File: config.mk
export PLATFORM = sky130hd
export DESIGN_NAME = bin_to_bcd_seq
export DESIGN_NICKNAME = d
export VERILOG_FILES = /design/src/rtl/bin_to_bcd_seq.sv
export SDC_FILE = /design/constraint.sdc
export NUM_CORES = 1
export LEC_CHECK = 0
export ABC_CLOCK_PERIOD_IN_PS = 2250
export CORE_UTILIZATION = 35
export CTS_CLUSTER_DIAMETER = 40
export DETAILED_ROUTE_END_ITERATION = 6
export HOLD_SLACK_MARGIN = 0.05
export SYNTH_ARGS = -nofsm -noshare
export SYNTH_HDL_FRONTEND = slang
export SYNTH_SLANG_ARGS = --single-unit
File: constraint.sdc
create_clock -name clk -period 2.25 [get_ports clk]
set_input_delay 0.5625 -clock clk [delete_from_list [all_inputs] [get_ports clk]]
set_output_delay 0.5625 -clock clk [all_outputs]
set_load 0.03 [all_outputs]
File: src/rtl/bin_to_bcd_seq.sv
// Sequential shift-and-add-3 binary-to-BCD converter, one bit per clock.
// Start/done handshake with held bcd, overflow flag and leading-zero mask.
module bin_to_bcd_seq #(
  parameter int WIDTH  = 11,
  parameter int DIGITS = 4
) (
  input  logic                  clk,
  input  logic                  reset,
  input  logic                  start,
  input  logic [WIDTH-1:0]      bin,
  output logic                  busy,
  output logic                  done,
  output logic [4*DIGITS-1:0]   bcd,
  output logic                  ovf,
  output logic [DIGITS-1:0]     lz_mask
);

  localparam int BW = 4 * DIGITS;
  localparam int SW = BW + WIDTH;
  localparam int CW = $clog2(WIDTH + 1);

  localparam logic [DIGITS-1:0] LZ_RST =
    {DIGITS{1'b1}} ^ DIGITS'(1);

  typedef enum logic {
    IDLE,
    SHIFT
  } state_t;

  state_t          state;
  logic [SW-1:0]   sr;
  logic [SW-1:0]   adj;
  logic [SW-1:0]   nxt;
  logic [CW-1:0]   cnt;
  logic            ovf_r;
  logic            out_bit;
  logic [BW-1:0]   bcd_nxt;
  logic [DIGITS-1:0] lz_nxt;
  logic            allz;

  always_comb begin
    adj = sr;
    for (int i = 0; i < DIGITS; i++) begin
      if (sr[WIDTH+4*i +: 4] >= 4'd5)
        adj[WIDTH+4*i +: 4] =
          sr[WIDTH+4*i +: 4] + 4'd3;
    end
  end

  assign nxt     = {adj[SW-2:0], 1'b0};
  assign out_bit = adj[SW-1];
  assign bcd_nxt = nxt[SW-1 -: BW];

  // Blank a digit only if it and every digit above it are zero.
  always_comb begin
    allz   = 1'b1;
    lz_nxt = '0;
    for (int i = DIGITS - 1; i >= 0; i--) begin
      allz = allz & (bcd_nxt[4*i +: 4] == 4'd0);
      if (i != 0)
        lz_nxt[i] = allz;
    end
  end

  always_ff @(posedge clk) begin
    if (reset) begin
      state   <= IDLE;
      sr      <= '0;
      cnt     <= '0;
      ovf_r   <= 1'b0;
      busy    <= 1'b0;
      done    <= 1'b0;
      bcd     <= '0;
      ovf     <= 1'b0;
      lz_mask <= LZ_RST;
    end else begin
      done <= 1'b0;
      unique case (state)
        IDLE: begin
          if (start) begin
            sr    <= {{BW{1'b0}}, bin};
            cnt   <= CW'(WIDTH);
            ovf_r <= 1'b0;
            busy  <= 1'b1;
            state <= SHIFT;
          end
        end
        SHIFT: begin
          sr    <= nxt;
          ovf_r <= ovf_r | out_bit;
          cnt   <= cnt - CW'(1);
          if (cnt == CW'(1)) begin
            bcd     <= bcd_nxt;
            ovf     <= ovf_r | out_bit;
            lz_mask <= lz_nxt;
            done    <= 1'b1;
            busy    <= 1'b0;
            state   <= IDLE;
          end
        end
      endcase
    end
  end

endmodule

==> summary.md, run 1 <==
| Metric | Value |
|---|---|
| Outcome | `finished clean` |
| Sort of element at the start of the critical path | `flip-flop` |
| Worst Skew | `3.82 ps` |
| Count of endpoints failing setup in the final report | `0` |
| Proportion of layout cells with a drive suffix above 1 | `6.65%` |
| Count of unresolved DRC violations after routing | `0` |
| Quantity of hold-fixing buffers added after cts | `0` |
| Count of input and output buffers | `35` |
| Peak supply drop | `between 0.3 and 0.4 mV` |
| Maximum number of pins on one net before global-route repair | `40` |
| Wire length of the first global-routing pass | `9320 microns` |
| Final hold vios | `0` |
| Post-detailed-placement cell area | `3010 sq um` |
| Slowest cell on the critical path | `sky130_fd_sc_hd__clkdlybuf4s50_1` |
| Setup repair after global routing missed its margin | `no` |
| Cell area after layout | `3090 sq um` |
| Headroom to the max-slew limit | `65.6%` |
| Tcrit/Tclk final | `84.9%` |
| Floorplan core area | `6910 sq um` |
| Post-CTS setup buffers | `0` |
| Critical-path cell list | `clkdlybuf4s50_1` |
| Highest net fanout along the worst path | `2` |
| Area enclosed by the die boundary | `between 7000 and 8000 sq um` |
| Post-Synthesis Cell Area | `roughly 2500 sq um` |
| Synth warn | `0` |
| Iteration count of the initial detailed-routing pass | `4` |
| Hpwl dp | `3780 microns` |
| Via-per-instance ratio | `between 4 and 5` |
| Overflow left after global routing | `0` |
| Reported leakage power | `roughly 1.2 nW` |
| PD cells | `580 nW/um^2` |
| Inserted Diodes | `0` |
| Root cell of the clock tree | `sky130_fd_sc_hd__clkbuf_8` |
| Top-Level Pins | `37` |
| Routed wire per std cell | `12.2 microns` |
| Critical path arrival | `around 1400 ps` |
| GPL Wtd Cong | `just under 0.8` |
| Max-cap violations | `0` |
| Synthesized net count | `338` |
| Sum Neg Setup Slack | `0 ps` |
| Resized Gates After CTS | `0` |
| Detailed Route Iter0 Violations | `72` |
| Register area share after synthesis | `43.2%` |
| Row cnt | `30` |
| Chip Height | `approximately 87 microns` |
| H-tree lvl count | `2` |
| Initial antenna violation count | `0` |
| Total vias in the final route | `between 2,000 and 2,500` |
| Max Fclk | `0.523 GHz` |
| Worst Path Required | `1690 ps` |
| Insertion delay to the later sink of the worst-skew pair | `300 ps` |
| Class of the most critical hold timing path | `flip-flop to flip-flop` |
| Buffers & Inverters on Critical Path | `1` |
| Post-Synthesis Mean Instance Area | `8.12 sq um` |
| Kind of capture point of the worst setup path | `output pin` |
| Via count of the first global-routing pass | `1,998` |
| CP max stage delay | `680 ps` |
| Layout net count | `369` |
| Transition at the pin with the smallest max-transition slack | `just over 500 ps` |
| Initial cell density of the core | `36.9%` |
| Number of unique standard cell types used by synthesis | `34` |
| Clock slew at the register clock pins of the worst setup and hold paths | `100 ps` |
| Fin crit period | `about 1900 ps` |
| Maximum count of clock buffers along a single path | `2` |
| Synthesized instance count | `314` |
| Count of final max-slew check failures | `0` |
| Clock Sink Count | `55` |
| Cell family with the largest share of critical-path delay | `buffers and inverters` |
| Total wire length after detailed routing | `5380 microns` |
| Gr usage total | `15.4%` |
| Layout filler cell count | `736` |
| X dimension of the die | `87.4 microns` |
| WS Path Type | `flip-flop to output pin` |
| CTS tree | `yes` |
| Signed area change from the synthesized netlist to the final layout | `21.2%` |
| Register bit total from synthesis | `55` |
| Routed Antenna Nets | `0` |
| CTS buffer count | `5` |
==> final cells by class <==
type	instances	area (sq um)	share of cell area, %
inverters	13	48.8	1.58
clock inverters	3	15.0	0.486
well taps	96	120	3.89
clock buffers	5	68.8	2.23
repair buffers	44	425	13.8
flip-flops and latches	55	1100	35.6
multi-input cells	226	1310	42.5
==> state kept, by name (all words and copies together) (netlist names) <==
register,flops
cnt,4
ovf,1
state,1
ovf_r,1
done,1
busy,1
bcd,16
sr,27
lz_mask,3
==> path summary, 6_finish.rpt <==
kind	start	endpoint	slack, ps	depth (start not counted)
worst max-delay path	busy	busy	340	1
worst min-delay path	bcd[6]	bcd[6]	460	2
worst max register to register	sr[23]	lz_mask[1]	480	7
worst min register to register	bcd[6]	bcd[6]	460	2
==> layer usage <==
metal  wire (microns)  global-route usage [%]  vias up
li1                 -                       -     1134
met3              217                    3.70        2
met4               17                    3.13        0
met2             2310                    24.4       40
met5                0                       0        -
met1             2840                    21.3      964
==> kinds of logic (layout without fill, tap and decap cells) <==
| kind of cell | Yosys count | in the layout | synth area share [%] |
|---|---|---|---|
| AO/OA/AOI/OAI | 72 | 72 | 16.3 |
| buffers and inverters | 33 | 65 | 5.35 |
| flip-flops | 55 | 55 | 43.2 |
| adder cells (fa/ha/maj) | 10 | 10 | 4.91 |
| AND/OR/NAND/NOR | 122 | 122 | 22.0 |
| multiplexers | 17 | 17 | 6.67 |
| other | 1 | 1 | 0.147 |
| XOR/XNOR | 4 | 4 | 1.37 |
==> synth_stat cells <==
master	n	area (sq um)
sky130_fd_sc_hd__o21ai_2	1	8.76
sky130_fd_sc_hd__nor2_1	47	176
sky130_fd_sc_hd__nand2_1	29	109
sky130_fd_sc_hd__and3_1	6	37.5
sky130_fd_sc_hd__nor3b_1	6	45.0
sky130_fd_sc_hd__mux2i_1	17	170
sky130_fd_sc_hd__or3_1	1	6.26
sky130_fd_sc_hd__nand4_1	1	6.26
sky130_fd_sc_hd__buf_2	7	35.0
sky130_fd_sc_hd__buf_1	1	3.75
sky130_fd_sc_hd__a2bb2oi_1	1	8.76
sky130_fd_sc_hd__nand4bb_1	1	11.3
sky130_fd_sc_hd__nand3_1	7	35.0
sky130_fd_sc_hd__nand3b_1	1	7.51
sky130_fd_sc_hd__a21oi_2	1	8.76
sky130_fd_sc_hd__clkbuf_1	11	41.3
sky130_fd_sc_hd__or2_2	1	6.26
sky130_fd_sc_hd__a2111oi_2	1	15.0
sky130_fd_sc_hd__ha_1	10	125
sky130_fd_sc_hd__nor3_1	15	75.1
sky130_fd_sc_hd__dfxtp_1	55	1100
sky130_fd_sc_hd__and3b_1	1	8.76
sky130_fd_sc_hd__inv_1	13	48.8
sky130_fd_sc_hd__o221a_2	1	11.3
sky130_fd_sc_hd__xnor2_1	4	35.0
sky130_fd_sc_hd__o21ai_0	7	35.0
sky130_fd_sc_hd__a211oi_1	9	67.6
sky130_fd_sc_hd__a311oi_1	1	8.76
sky130_fd_sc_hd__a21oi_1	47	235
sky130_fd_sc_hd__conb_1	1	3.75
sky130_fd_sc_hd__nand2b_1	6	37.5
sky130_fd_sc_hd__o21a_1	1	7.51
sky130_fd_sc_hd__buf_4	1	7.51
sky130_fd_sc_hd__o21ai_1	2	10.0
==> stage by stage <==
stage / power [W] / worst slack (ps) / hold WS [ps] / util [%] / cells
floorplan: 0.00120 / 746 / 445 / - / 314
CTS: 0.00182 / 323 / 460 / 44.8 / 442
finish: 0.00179 / 339 / 458 / 44.8 / 442
global placement: 0.00128 / 404 / 438 / 43.6 / 434
detailed placement: 0.00129 / 369 / 447 / 43.6 / 434
global route: 0.00189 / 274 / 483 / 44.8 / 442
==> power breakdown <==
part / leakage, nW / switching, W / internal (W)
clock network: 0.0477 / 0.000317 / 0.000214
logic: 0.699 / 0.000136 / 0.0000978
registers: 0.447 / 0.0000208 / 0.00101
total: 1.19 / 0.000474 / 0.00132
==> worst register-to-register path: stages (launching register included) <==
cell and delay [ps]:
sky130_fd_sc_hd__dfxtp_1 370, sky130_fd_sc_hd__inv_1 90, sky130_fd_sc_hd__ha_1 240, sky130_fd_sc_hd__nand2b_1 110, sky130_fd_sc_hd__a21oi_2 270, sky130_fd_sc_hd__mux2i_1 310, sky130_fd_sc_hd__nand4_1 170, sky130_fd_sc_hd__o21ai_1 150
==> placed cells by master, fill, tap and decap left out, drive strengths merged, types with 3 or more instances in the layout <==
cell type      count
nor3b              6
and3               6
ha                10
xnor2              4
o21ai             10
mux2i             17
nand3              7
a21oi             48
clkinv             3
dfxtp             55
buf               10
clkbuf             5
nor3              15
nor2              47
clkdlybuf4s50     34
nand2b             6
nand2             29
a211oi             9
inv               13
(Power assumes the default switching activity.)
==> inputs of run 2 (changes only) <==
--- a/config.mk
+++ b/config.mk
@@ -5,7 +5,7 @@
 export SDC_FILE = /design/constraint.sdc
 export NUM_CORES = 1
 export LEC_CHECK = 0
-export ABC_CLOCK_PERIOD_IN_PS = 2250
+export ABC_CLOCK_PERIOD_IN_PS = 1680
 export CORE_UTILIZATION = 35
 export CTS_CLUSTER_DIAMETER = 40
 export DETAILED_ROUTE_END_ITERATION = 6
==> constraint.sdc (replaced) <==
create_clock -name clk -period 1.68 [get_ports clk]
set_input_delay 0.42 -clock clk [delete_from_list [all_inputs] [get_ports clk]]
set_output_delay 0.42 -clock clk [all_outputs]
set_load 0.03 [all_outputs]
==> summary.md, run 2 (synthesis gave the netlist of run 1 again) <==
| Metric | Value |
|---|---|
| Met2 usage in global routing | `25.9% (+1.5 points)` |
| Commonest non-fill, non-tap cells in the layout | `sky130_fd_sc_hd__dfxtp_1, sky130_fd_sc_hd__nor2_1, sky130_fd_sc_hd__a21oi_1` |
| Iteration count of the initial detailed-routing pass | `4 (unchanged)` |
| Floorplan core area | `6910 sq um (unchanged)` |
| CTS buffer count | `5 (unchanged)` |
| Quantity of hold-fixing buffers added after cts | `0 (unchanged)` |
| Root cell of the clock tree | `sky130_fd_sc_hd__clkbuf_8` |
| Capture instance of the worst register-to-register path | `lz_mask[1]` |
| Count of final max-slew check failures | `0 (unchanged)` |
| Routed wire per std cell | `12.4 microns (+1.9%)` |
| Peak supply drop | `0.333 mV (+5.1%)` |
| Maximum number of pins on one net before global-route repair | `31 (-23%)` |
| Count of input and output buffers | `35 (unchanged)` |
| R2r setup slk | `50 ps (-430 ps)` |
| Max Fclk | `0.614 GHz` |
| Signed area change from the synthesized netlist to the final layout | `27.6%` |
| Maximum count of clock buffers along a single path | `2 (unchanged)` |
| H-tree lvl count | `2 (unchanged)` |
| Worst r2r path cells | `8 (+1)` |
| WS Path Type | `flip-flop to flip-flop` |
| Tcrit/Tclk final | `between 90 and 100%` |
| Clock Sink Count | `55 (unchanged)` |
| Area enclosed by the die boundary | `7630 sq um (unchanged)` |
| Area occupied by multi-input gates | `1400 sq um (+7.0%)` |
| Launching instance or port of the critical path | `sr[20]` |
| Max-cap violations | `0 (unchanged)` |
| Total power after layout | `0.00237 W (+32%)` |
| Top-Level Pins | `37 (unchanged)` |
| Area taken by flip-flops and latches | `1100 sq um (+0.34%)` |
| Routed Antenna Nets | `0 (unchanged)` |
| X dimension of the die | `87.4 microns (unchanged)` |
| Initial antenna violation count | `0 (unchanged)` |
| Chip Height | `87.4 microns (unchanged)` |
| Top reg by flops | `sr` |
| Number of non-filler instances in the completed layout | `454 (+2.7%)` |
| Fin crit period | `~1600 ps` |
| Total wire length after detailed routing | `5630 microns (+4.7%)` |
| Worst Path Required | `1920 ps (+230 ps)` |
| Count of endpoints failing setup in the final report | `0 (unchanged)` |
| Number of instances in the placed design | `446 (+2.8%)` |
| Overflow left after global routing | `0 (unchanged)` |
| Leading cell type in the layout, fill and taps excluded | `sky130_fd_sc_hd__dfxtp_1` |
| Reported leakage power | `1.33 nW (+11%)` |
| Number of cells traversed by the worst hold path | `2 (unchanged)` |
| Hpwl dp | `3830 microns (+1.3%)` |
| Proportion of layout cells with a drive suffix above 1 | `14.8% (+8.2 points)` |
| Met3 Resource Use GR | `3.60% (-0.095 points)` |
| Kind of capture point of the worst setup path | `flip-flop` |
| Critical path arrival | `1870 ps (+520 ps)` |
| Share of the core filled with cells | `47.1% (+2.3 points)` |
| Final hold vios | `0 (unchanged)` |
| Sum Neg Setup Slack | `0 ps (unchanged)` |
| Initial cell density of the core | `36.9% (unchanged)` |
| Largest register FFs | `27 (unchanged)` |
| Total vias in the final route | `2,240 (+4.7%)` |
| Reg-to-reg startpoint | `sr[20]` |
| Class of the most critical hold timing path | `input port to flip-flop` |
| Insertion delay to the later sink of the worst-skew pair | `300 ps (about the same)` |
| Layout net count | `383 (+3.8%)` |
| PD cells | `727 nW/um^2 (+25%)` |
| CTS tree | `yes` |
| Outcome | `finished clean` |
| Via-per-instance ratio | `4.93 (+1.9%)` |
| Highest net fanout along the worst path | `4 (+2)` |
| Worst Skew | `2.56 ps (-1.26 ps)` |
| Via count of the first global-routing pass | `2,069 (+3.6%)` |
| End point of the critical path | `lz_mask[1]` |
| Layer with the highest usage | `met2` |
| Count of unresolved DRC violations after routing | `0 (unchanged)` |
| Inserted Diodes | `0 (unchanged)` |
| Row cnt | `30 (unchanged)` |
| Gr usage total | `15.7% (+0.29 points)` |
| Clock slew at the register clock pins of the worst setup and hold paths | `90 ps (about the same)` |
| Sort of element at the start of the critical path | `flip-flop` |
| Detailed Route Iter0 Violations | `65 (-9.7%)` |
| GPL Wtd Cong | `0.767 (-0.70%)` |
| Met1 demand-to-capacity share in global routing | `20.9% (-0.49 points)` |
| Wire length of the first global-routing pass | `9520 microns (+2.1%)` |
| Layout filler cell count | `717 (-2.6%)` |
| Largest registers in the final layout | `sr (27), bcd (16), cnt (4)` |
[run 2: cell count changes in the layout (fill, tap and decap cells not counted), sizes merged]
cell / change
clkdlybuf4s50: -22
dlygate4sd2: +22
buf: +14
clkinv: -3
clkbuf: +1
[run 2: worst min-delay path by stage]
| stage | to | startpoint |
|---|---|---|
| finish | bcd[9] | reset |
| global route | sr[21] | reset |
| CTS | bcd[9] | reset |
| detailed placement | bcd[5] | bcd[5] |
| global placement | lz_mask[2] | lz_mask[2] |
| floorplan | bcd[0] | sr[10] |
[run 2: per-stage QoR]
stage	hold slack [ps]	area, sq um	worst slack [ps]
6_report	410	3250	50.4
5_1_grt	416	3250	-13.7
4_1_cts	412	3170	1.14
3_5_place_dp	447	3100	-74.2
3_3_place_gp	439	3100	-28.3
2_1_floorplan	445	2550	176
[run 2: layout make-up]
class / count / area share, %
Inverter: 13 / 1.50
Clock buffer: 6 / 2.23
Multi-Input combinational cell: 226 / 43.2
Tap cell: 96 / 3.69
Sequential cell: 55 / 34.0
Timing Repair Buffer: 58 / 15.5
[run 2: power by group]
group	switching (W)	internal, W	leakage, nW
clock network	0.000402	0.000280	0.0371
registers	0.0000296	0.00135	0.449
logic	0.000181	0.000127	0.842
total	0.000612	0.00175	1.33
[run 2: critical path: stages (launching register included)]
cell                        delay [ps]
sky130_fd_sc_hd__dfxtp_1           330
sky130_fd_sc_hd__inv_2             100
sky130_fd_sc_hd__ha_4              150
sky130_fd_sc_hd__nand2b_1          100
sky130_fd_sc_hd__o21ai_1            80
sky130_fd_sc_hd__buf_4             160
sky130_fd_sc_hd__a2111oi_4         320
sky130_fd_sc_hd__nand4_1           180
sky130_fd_sc_hd__o21ai_1           140
[run 2: timing repair]
action	in CTS	in global routing
hold endpoints to repair	0	0
setup endpoints to repair	23	14
setup buffers	0	2
resized for setup	27	19
pin swaps	4	3
cloned	0	0
[run 2: per-layer routing]
layer  up-vias  wire, microns
li1       1157              -
met1      1029           2840
met2        49           2550
met3         5            222
met4         0             29
met5         -              0
